**config.mk**
```make
export PLATFORM = sky130hd
export DESIGN_NAME = vga_text_render_flat
export DESIGN_NICKNAME = d
export VERILOG_FILES = /design/src/rtl/vga_text_render_if.sv /design/src/rtl/vga_text_render.sv /design/src/flat_wrapper.sv
export SDC_FILE = /design/constraint.sdc
export NUM_CORES = 1
export LEC_CHECK = 0
export ABC_AREA = 1
export CAP_MARGIN = 25
export CORE_ASPECT_RATIO = 1.25
export CORE_MARGIN = 8
export CORE_UTILIZATION = 45
export DETAILED_ROUTE_END_ITERATION = 6
export PLACE_DENSITY_LB_ADDON = 0.2
export SYNTH_ARGS = -nofsm -noshare
export SYNTH_HDL_FRONTEND = slang
export SYNTH_SLANG_ARGS = --single-unit
```
**constraint.sdc**
```tcl
create_clock -name clk -period 1.8 [get_ports clk]
set_clock_uncertainty 0.1 [all_clocks]
set_input_delay 0.18 -clock clk [delete_from_list [all_inputs] [get_ports clk]]
set_output_delay 0.18 -clock clk [all_outputs]
set_load 0.05 [all_outputs]
```
**src/rtl/vga_text_render_if.sv**
```systemverilog
// Memory-side bus of the text renderer: text VRAM cell fetch and font ROM
// glyph-row fetch, both synchronous reads with one cycle of latency.
interface vga_text_render_if;
    logic [10:0] vram_addr;
    logic [15:0] vram_data;
    logic [11:0] font_addr;
    logic [7:0]  font_data;

    modport master (
        output vram_addr,
        output font_addr,
        input  vram_data,
        input  font_data
    );

    modport slave (
        input  vram_addr,
        input  font_addr,
        output vram_data,
        output font_data
    );
endinterface

```
**src/rtl/vga_text_render.sv**
```systemverilog
// 80x25 text-mode pixel stage: 8x16 glyphs, CGA palette, hardware cursor
// and blink, with syncs delayed to stay aligned with the pixel pipeline.
module vga_text_render #(
    parameter int COLS     = 80,
    parameter int ROWS     = 25,
    parameter int H_ACTIVE = 640,
    parameter int V_ACTIVE = 400,
    parameter int PIPE_LAT = 4
) (
    input  logic              clk,
    input  logic              resetn,
    input  logic [9:0]        counter_x,
    input  logic [9:0]        counter_y,
    input  logic              h_sync_in,
    input  logic              v_sync_in,
    vga_text_render_if.master mem,
    input  logic              cursor_en,
    input  logic [10:0]       cursor_pos,
    input  logic              blink_en,
    output logic [3:0]        vga_r,
    output logic [3:0]        vga_g,
    output logic [3:0]        vga_b,
    output logic              vga_h_sync,
    output logic              vga_v_sync
);
    localparam logic [9:0]  HA    = 10'(H_ACTIVE);
    localparam logic [9:0]  VA    = 10'(V_ACTIVE);
    localparam logic [10:0] NC    = 11'(COLS);
    localparam logic [10:0] CELLS = 11'(COLS * ROWS);
    localparam int          SD    = PIPE_LAT - 1;

    function automatic logic [3:0] lvl(input logic b, input logic i);
        if (b) return i ? 4'hF : 4'hA;
        return i ? 4'h5 : 4'h0;
    endfunction

    function automatic logic [11:0] pal(input logic [3:0] c);
        logic [3:0] g;
        g = (c == 4'd6) ? 4'h5 : lvl(c[1], c[3]);
        return {lvl(c[2], c[3]), g, lvl(c[0], c[3])};
    endfunction

    logic        de_d;
    logic [10:0] cell_d;
    logic [10:0] addr_d;
    logic        hit_d;

    logic [10:0] addr_q;
    logic [2:0]  col1_q, col2_q, col3_q;
    logic [3:0]  grow1_q, grow2_q;
    logic        de1_q, de2_q, de3_q;
    logic        hit1_q, hit2_q, hit3_q;
    logic [7:0]  attr3_q;
    logic [11:0] rgb_d, rgb_q;
    logic [SD-1:0] hs_q, vs_q;
    logic        vsp_q;
    logic [5:0]  frame_q;

    logic        pix;
    logic        blank_ph;
    logic        on;
    logic [3:0]  idx;

    always_comb begin
        de_d   = (counter_x < HA) && (counter_y < VA);
        cell_d = {5'd0, counter_y[9:4]} * NC + {4'd0, counter_x[9:3]};
        addr_d = (de_d && (cell_d < CELLS)) ? cell_d : 11'd0;
        hit_d  = cursor_en && (addr_d == cursor_pos)
                 && (counter_y[3:0] >= 4'd14);
    end

    // Glyph fetch is issued straight off the VRAM read data.
    assign mem.vram_addr = addr_q;
    assign mem.font_addr = de2_q ? {mem.vram_data[7:0], grow2_q} : 12'd0;

    always_comb begin
        pix      = mem.font_data[~col3_q];
        blank_ph = blink_en && attr3_q[7] && frame_q[5];
        on       = (pix && !blank_ph) || (hit3_q && frame_q[4]);
        idx      = on ? attr3_q[3:0]
                      : {blink_en ? 1'b0 : attr3_q[7], attr3_q[6:4]};
        rgb_d    = de3_q ? pal(idx) : 12'd0;
    end

    always_ff @(posedge clk or negedge resetn) begin
        if (!resetn) begin
            addr_q  <= '0;
            col1_q  <= '0;
            col2_q  <= '0;
            col3_q  <= '0;
            grow1_q <= '0;
            grow2_q <= '0;
            de1_q   <= 1'b0;
            de2_q   <= 1'b0;
            de3_q   <= 1'b0;
            hit1_q  <= 1'b0;
            hit2_q  <= 1'b0;
            hit3_q  <= 1'b0;
            attr3_q <= '0;
            rgb_q   <= '0;
        end else begin
            addr_q  <= addr_d;
            col1_q  <= counter_x[2:0];
            grow1_q <= counter_y[3:0];
            de1_q   <= de_d;
            hit1_q  <= hit_d;
            col2_q  <= col1_q;
            grow2_q <= grow1_q;
            de2_q   <= de1_q;
            hit2_q  <= hit1_q;
            col3_q  <= col2_q;
            de3_q   <= de2_q;
            hit3_q  <= hit2_q;
            attr3_q <= mem.vram_data[15:8];
            rgb_q   <= rgb_d;
        end
    end

    // Incoming syncs already trail the counters by one cycle.
    always_ff @(posedge clk or negedge resetn) begin
        if (!resetn) begin
            hs_q    <= '1;
            vs_q    <= '1;
            vsp_q   <= 1'b1;
            frame_q <= '0;
        end else begin
            hs_q  <= {hs_q[SD-2:0], h_sync_in};
            vs_q  <= {vs_q[SD-2:0], v_sync_in};
            vsp_q <= v_sync_in;
            if (vsp_q && !v_sync_in) frame_q <= frame_q + 6'd1;
        end
    end

    assign vga_r      = rgb_q[11:8];
    assign vga_g      = rgb_q[7:4];
    assign vga_b      = rgb_q[3:0];
    assign vga_h_sync = hs_q[SD-1];
    assign vga_v_sync = vs_q[SD-1];
endmodule

```
**src/flat_wrapper.sv**
```systemverilog
// flat-port wrapper written by rule: the top's interface ports become plain ports
module vga_text_render_flat 
#(
    parameter int COLS     = 80,
    parameter int ROWS     = 25,
    parameter int H_ACTIVE = 640,
    parameter int V_ACTIVE = 400,
    parameter int PIPE_LAT = 4
)
  (clk, resetn, counter_x, counter_y, h_sync_in, v_sync_in, cursor_en, cursor_pos, blink_en, vga_r, vga_g, vga_b, vga_h_sync, vga_v_sync, mem_vram_addr, mem_font_addr, mem_vram_data, mem_font_data);
  vga_text_render_if mem_i ();
  input  logic clk;
  input  logic resetn;
  input  logic [9:0] counter_x;
  input  logic [9:0] counter_y;
  input  logic h_sync_in;
  input  logic v_sync_in;
  input  logic cursor_en;
  input  logic [10:0] cursor_pos;
  input  logic blink_en;
  output logic [3:0] vga_r;
  output logic [3:0] vga_g;
  output logic [3:0] vga_b;
  output logic vga_h_sync;
  output logic vga_v_sync;
  output wire logic [$bits(mem_i.vram_addr)-1:0] mem_vram_addr;
  output wire logic [$bits(mem_i.font_addr)-1:0] mem_font_addr;
  input wire logic [$bits(mem_i.vram_data)-1:0] mem_vram_data;
  input wire logic [$bits(mem_i.font_data)-1:0] mem_font_data;
  assign mem_vram_addr = mem_i.vram_addr;
  assign mem_font_addr = mem_i.font_addr;
  assign mem_i.vram_data = mem_vram_data;
  assign mem_i.font_data = mem_font_data;
  vga_text_render #(.COLS(COLS), .ROWS(ROWS), .H_ACTIVE(H_ACTIVE), .V_ACTIVE(V_ACTIVE), .PIPE_LAT(PIPE_LAT)) u_core (.clk(clk), .resetn(resetn), .counter_x(counter_x), .counter_y(counter_y), .h_sync_in(h_sync_in), .v_sync_in(v_sync_in), .mem(mem_i), .cursor_en(cursor_en), .cursor_pos(cursor_pos), .blink_en(blink_en), .vga_r(vga_r), .vga_g(vga_g), .vga_b(vga_b), .vga_h_sync(vga_h_sync), .vga_v_sync(vga_v_sync));
endmodule
```
==> flow_summary.toml <==
[synthesis]
ys_ff_latch = 59
synth_top_area_share_pct = 46.9
yosys_warnings = 0
seq_area_frac_synth_pct = 52.4
synth_edf_count = 0
synth_cells = 311
ys.flop_type = "dfrtp_1"
synth_area_leader_cell = "dfrtp_1"
async_reset_ff_share_pct = 100
synth_nets = 385
synthesis.area_um2 = 2830
synth_cell_types = 31
avgSynthCellArea_um2 = 9.10
synth.area.top_cells = "dfrtp_1 (47%), nand2_1 (9.2%), inv_1 (7.8%), dfstp_2 (5.6%), ha_1 (4.9%)"

[run_status]
failed_checks = "setup timing"
status = "complete, but fails checks"

[die]
die_area_um2 = 9100
start_util_pct = 46.2
die_w_um = 86.9
core_area_um2 = 6130
rows = 32
die_h_um = 105
ios = 98

[power]
p_comb_share_pct = 29.2
switching_share_pct = 29.8
ir_worst_vdd_mv = 0.426
switchingPower_mw = 1.27
p_clk_share_pct = 34.4
finalPower_mw = 4.26
p_leak_nw = 2.41
power_density_nw_per_um2 = 905
p_int_mw = 2.99
pwr-share-seq_pct = 36.4

[global_routing]
antenna_found_initial = 0
grt.overflow.total = 0
track_usage_pct = 18.0
grt_max_degree = 41
grt_pass1_vias = 2779
grt_pass1_wl_mm = 12.7

[clock_network]
clockBufferDepth = 2
clock_sinks = 59
clk-insertion-delay-late_ns = 0.33
cts_tree = "done"
htreeDepth = 3
cts_made_buffers = 9
ctsRootBufferMaster = "clkbuf_8"
clk_pin_slew_ns = 0.07

[placed_design]
gp_congestion = 0.829
hpwl_mm = 5.86
place_area_um2 = 4170
port_buffers = 97

[flow_run]
maxCapViolations = 0

[worst_setup_path]
crit_top_cell = "nand2_1"
cp.required_ns = 1.96
slowest_stage = "fa_2"
r2r_slack_ns = -0.01
worstPathArrival_ns = 2.54
end_kind = "flop"
crit_path_cell_trace = "buf_8 > ha_4 > ha_4 > inv_2 > fa_2 > nor2_2 > nand4_1 > nand2_1 > nand2_2 > nand2_4 > nand3_4 > nand3_4 > inv_2 > nand2_1 > o21ai_1 > nor2_1 > nand2_1 > nor2_1"
crit_path_max_incr_delay_ns = 0.46
critical_path_class = "in -> reg"
cp_max_fo = 7
start_kind = "input port"

[timing]
layout_setup_ws_ns = -0.581
setup_viol = 13
worst_slew_pin_slew_ns = 0.536
slew_headroom_pct = 64.2
fmax_ghz = 0.420
rsz0062_at_grt = "true"
finalCriticalPeriod_ns = 2.38
post-route-period-util_pct = 132
final_max_slew_viol_count = 0
hold_viol = 0

[detailed_routing]
drt_iter0_drc = 94
antenna_left = 0
drcViolationCount = 0
viasPerCell = 4.76
post_drt_wl_per_cell_um = 15.0
wirelength_mm = 8.06
drt-pass1-iter-count = 5
vias = 2562

[final_layout]
drive_gt1_share_pct = 35.3
final_nets = 522
area_growth_pct = 66.2
final_core_util_pct = 76.8
final_area_um2 = 4700
insertedDiodeCount = 0

[hold_path]
min_path_type = "in -> reg"
-- power by group through the flow --
| stage | combinational, mW | clock, mW | sequential, mW |
|---|---|---|---|
| floorplan | 0.515 | 0 | 1.66 |
| global placement | 1.06 | 0 | 1.57 |
| detailed placement | 1.09 | 0 | 1.57 |
| CTS | 1.19 | 1.49 | 1.55 |
| global route | 1.35 | 1.54 | 1.57 |
| finish | 1.24 | 1.46 | 1.55 |
-- synthesized netlist by cell type (4+ instances only) --
cell	instances
nand3_2	6
ha_1	11
buf_4	7
inv_2	4
xnor2_1	5
o21ai_1	6
a21oi_1	4
dfrtp_1	53
dfstp_2	6
nor2_1	19
nand4_1	10
nand2_2	7
o21ai_0	6
nand3_1	20
inv_1	59
nand2_1	69
-- kinds of logic after synthesis --
kind of cell	count (synthesis)	share of synthesized area, %
AND/OR/NAND/NOR	139	24.0
AO/OA/AOI/OAI	18	3.36
XOR/XNOR	7	2.17
flip-flops	59	52.4
buffers and inverters	74	11.4
multiplexers	1	0.398
adder cells (fa/ha/maj)	13	6.28
-- cell type report --
type,count,area (um2)
Clock buffer,10,138
Timing Repair Buffer,135,1370
Clock inverter,6,113
Sequential cell,59,1480
Inverter,64,240
Fill cell,413,1420
Tap cell,85,106
Multi-Input combinational cell,179,1250
-- worst max-delay path: cells and delay by family --
family,cells,cell delay [ns]
adder cells (fa/ha/maj),3,0.86
AO/OA/AOI/OAI,1,0.10
AND/OR/NAND/NOR,11,1.20
buffers and inverters,3,0.19
-- path summary, 6_finish.rpt --
kind / from / end / depth (start not counted)
max: counter_y[7] / u_core.hit1_q / 18
min: h_sync_in / u_core.hs_q[0] / 1
max reg2reg: u_core.col3_q[0] / u_core.rgb_q[6] / 12
min reg2reg: u_core.grow1_q[1] / u_core.grow2_q[1] / 0
max in group asynchronous: resetn / u_core.hs_q[1] / 3
min in group asynchronous: resetn / u_core.col3_q[0] / 2
-- metal layers --
| layer | global-route usage (%) | up-vias | wire [um] |
|---|---|---|---|
| met2 | 33.8 | 88 | 4580 |
| met5 | 0 | - | 0 |
| met1 | 16.6 | 1225 | 2600 |
| met3 | 4.78 | 24 | 580 |
| li1 | - | 1225 | - |
| met4 | 10.6 | 0 | 293 |
-- layout by cell type (no fill, tap or decap), drive strengths merged --
cell type,synthesis,layout
inv,63,63
buf,9,69
nand2,77,77
a21oi,4,4
clkinv,1,4
mux2,1,1
o21ai,12,12
dlygate4sd2,0,3
dfstp,6,6
o21bai,1,1
clkbuf,1,10
nand4,10,10
bufinv,0,3
dlygate4sd3,0,1
xor2,2,2
nor3,1,1
xnor2,5,5
fa,2,2
nand3,27,28
dfrtp,53,53
o21a,1,1
nor2,23,23
clkdlybuf4s50,0,59
dlymetal6s2s,0,3
ha,11,11
and2,1,1
-- sequential cells by signal, summed over array words and instances (netlist names) --
register and flops:
u_core.mem.vram_addr 11, u_core.attr3_q 8, u_core.frame_q 6, u_core.rgb_q 5, u_core.grow1_q 4, u_core.grow2_q 4, u_core.col1_q 3, u_core.col2_q 3
u_core.col3_q 3, u_core.hs_q 3, u_core.vs_q 3, u_core.de1_q 1, u_core.de2_q 1, u_core.de3_q 1, u_core.hit1_q 1, u_core.hit2_q 1
u_core.hit3_q 1
-- timing repair --
action | CTS | global route
pin swaps | 22 | 9
endpoints found under the hold margin | 16 | 0
gates cloned | 1 | 0
endpoints found under the setup margin | 14 | 22
hold buffers | 1 | 0
buffers inserted | 7 | 4
resized for setup | 62 | 29
-- through the flow --
step                      setup TNS [ns]  instances  hold WS (ns)  worst slack (ns)
after floorplan                    -2.53        311        -0.216            -0.518
after global placement            -11.54        512        0.0444             -1.14
after detailed placement          -12.78        512        0.0562             -1.26
after CTS                          -2.74        536         0.145            -0.451
after global routing               -4.37        538         0.161            -0.693
final                              -3.04        538         0.159            -0.581
Note: power is estimated with default switching activity, not from simulation.
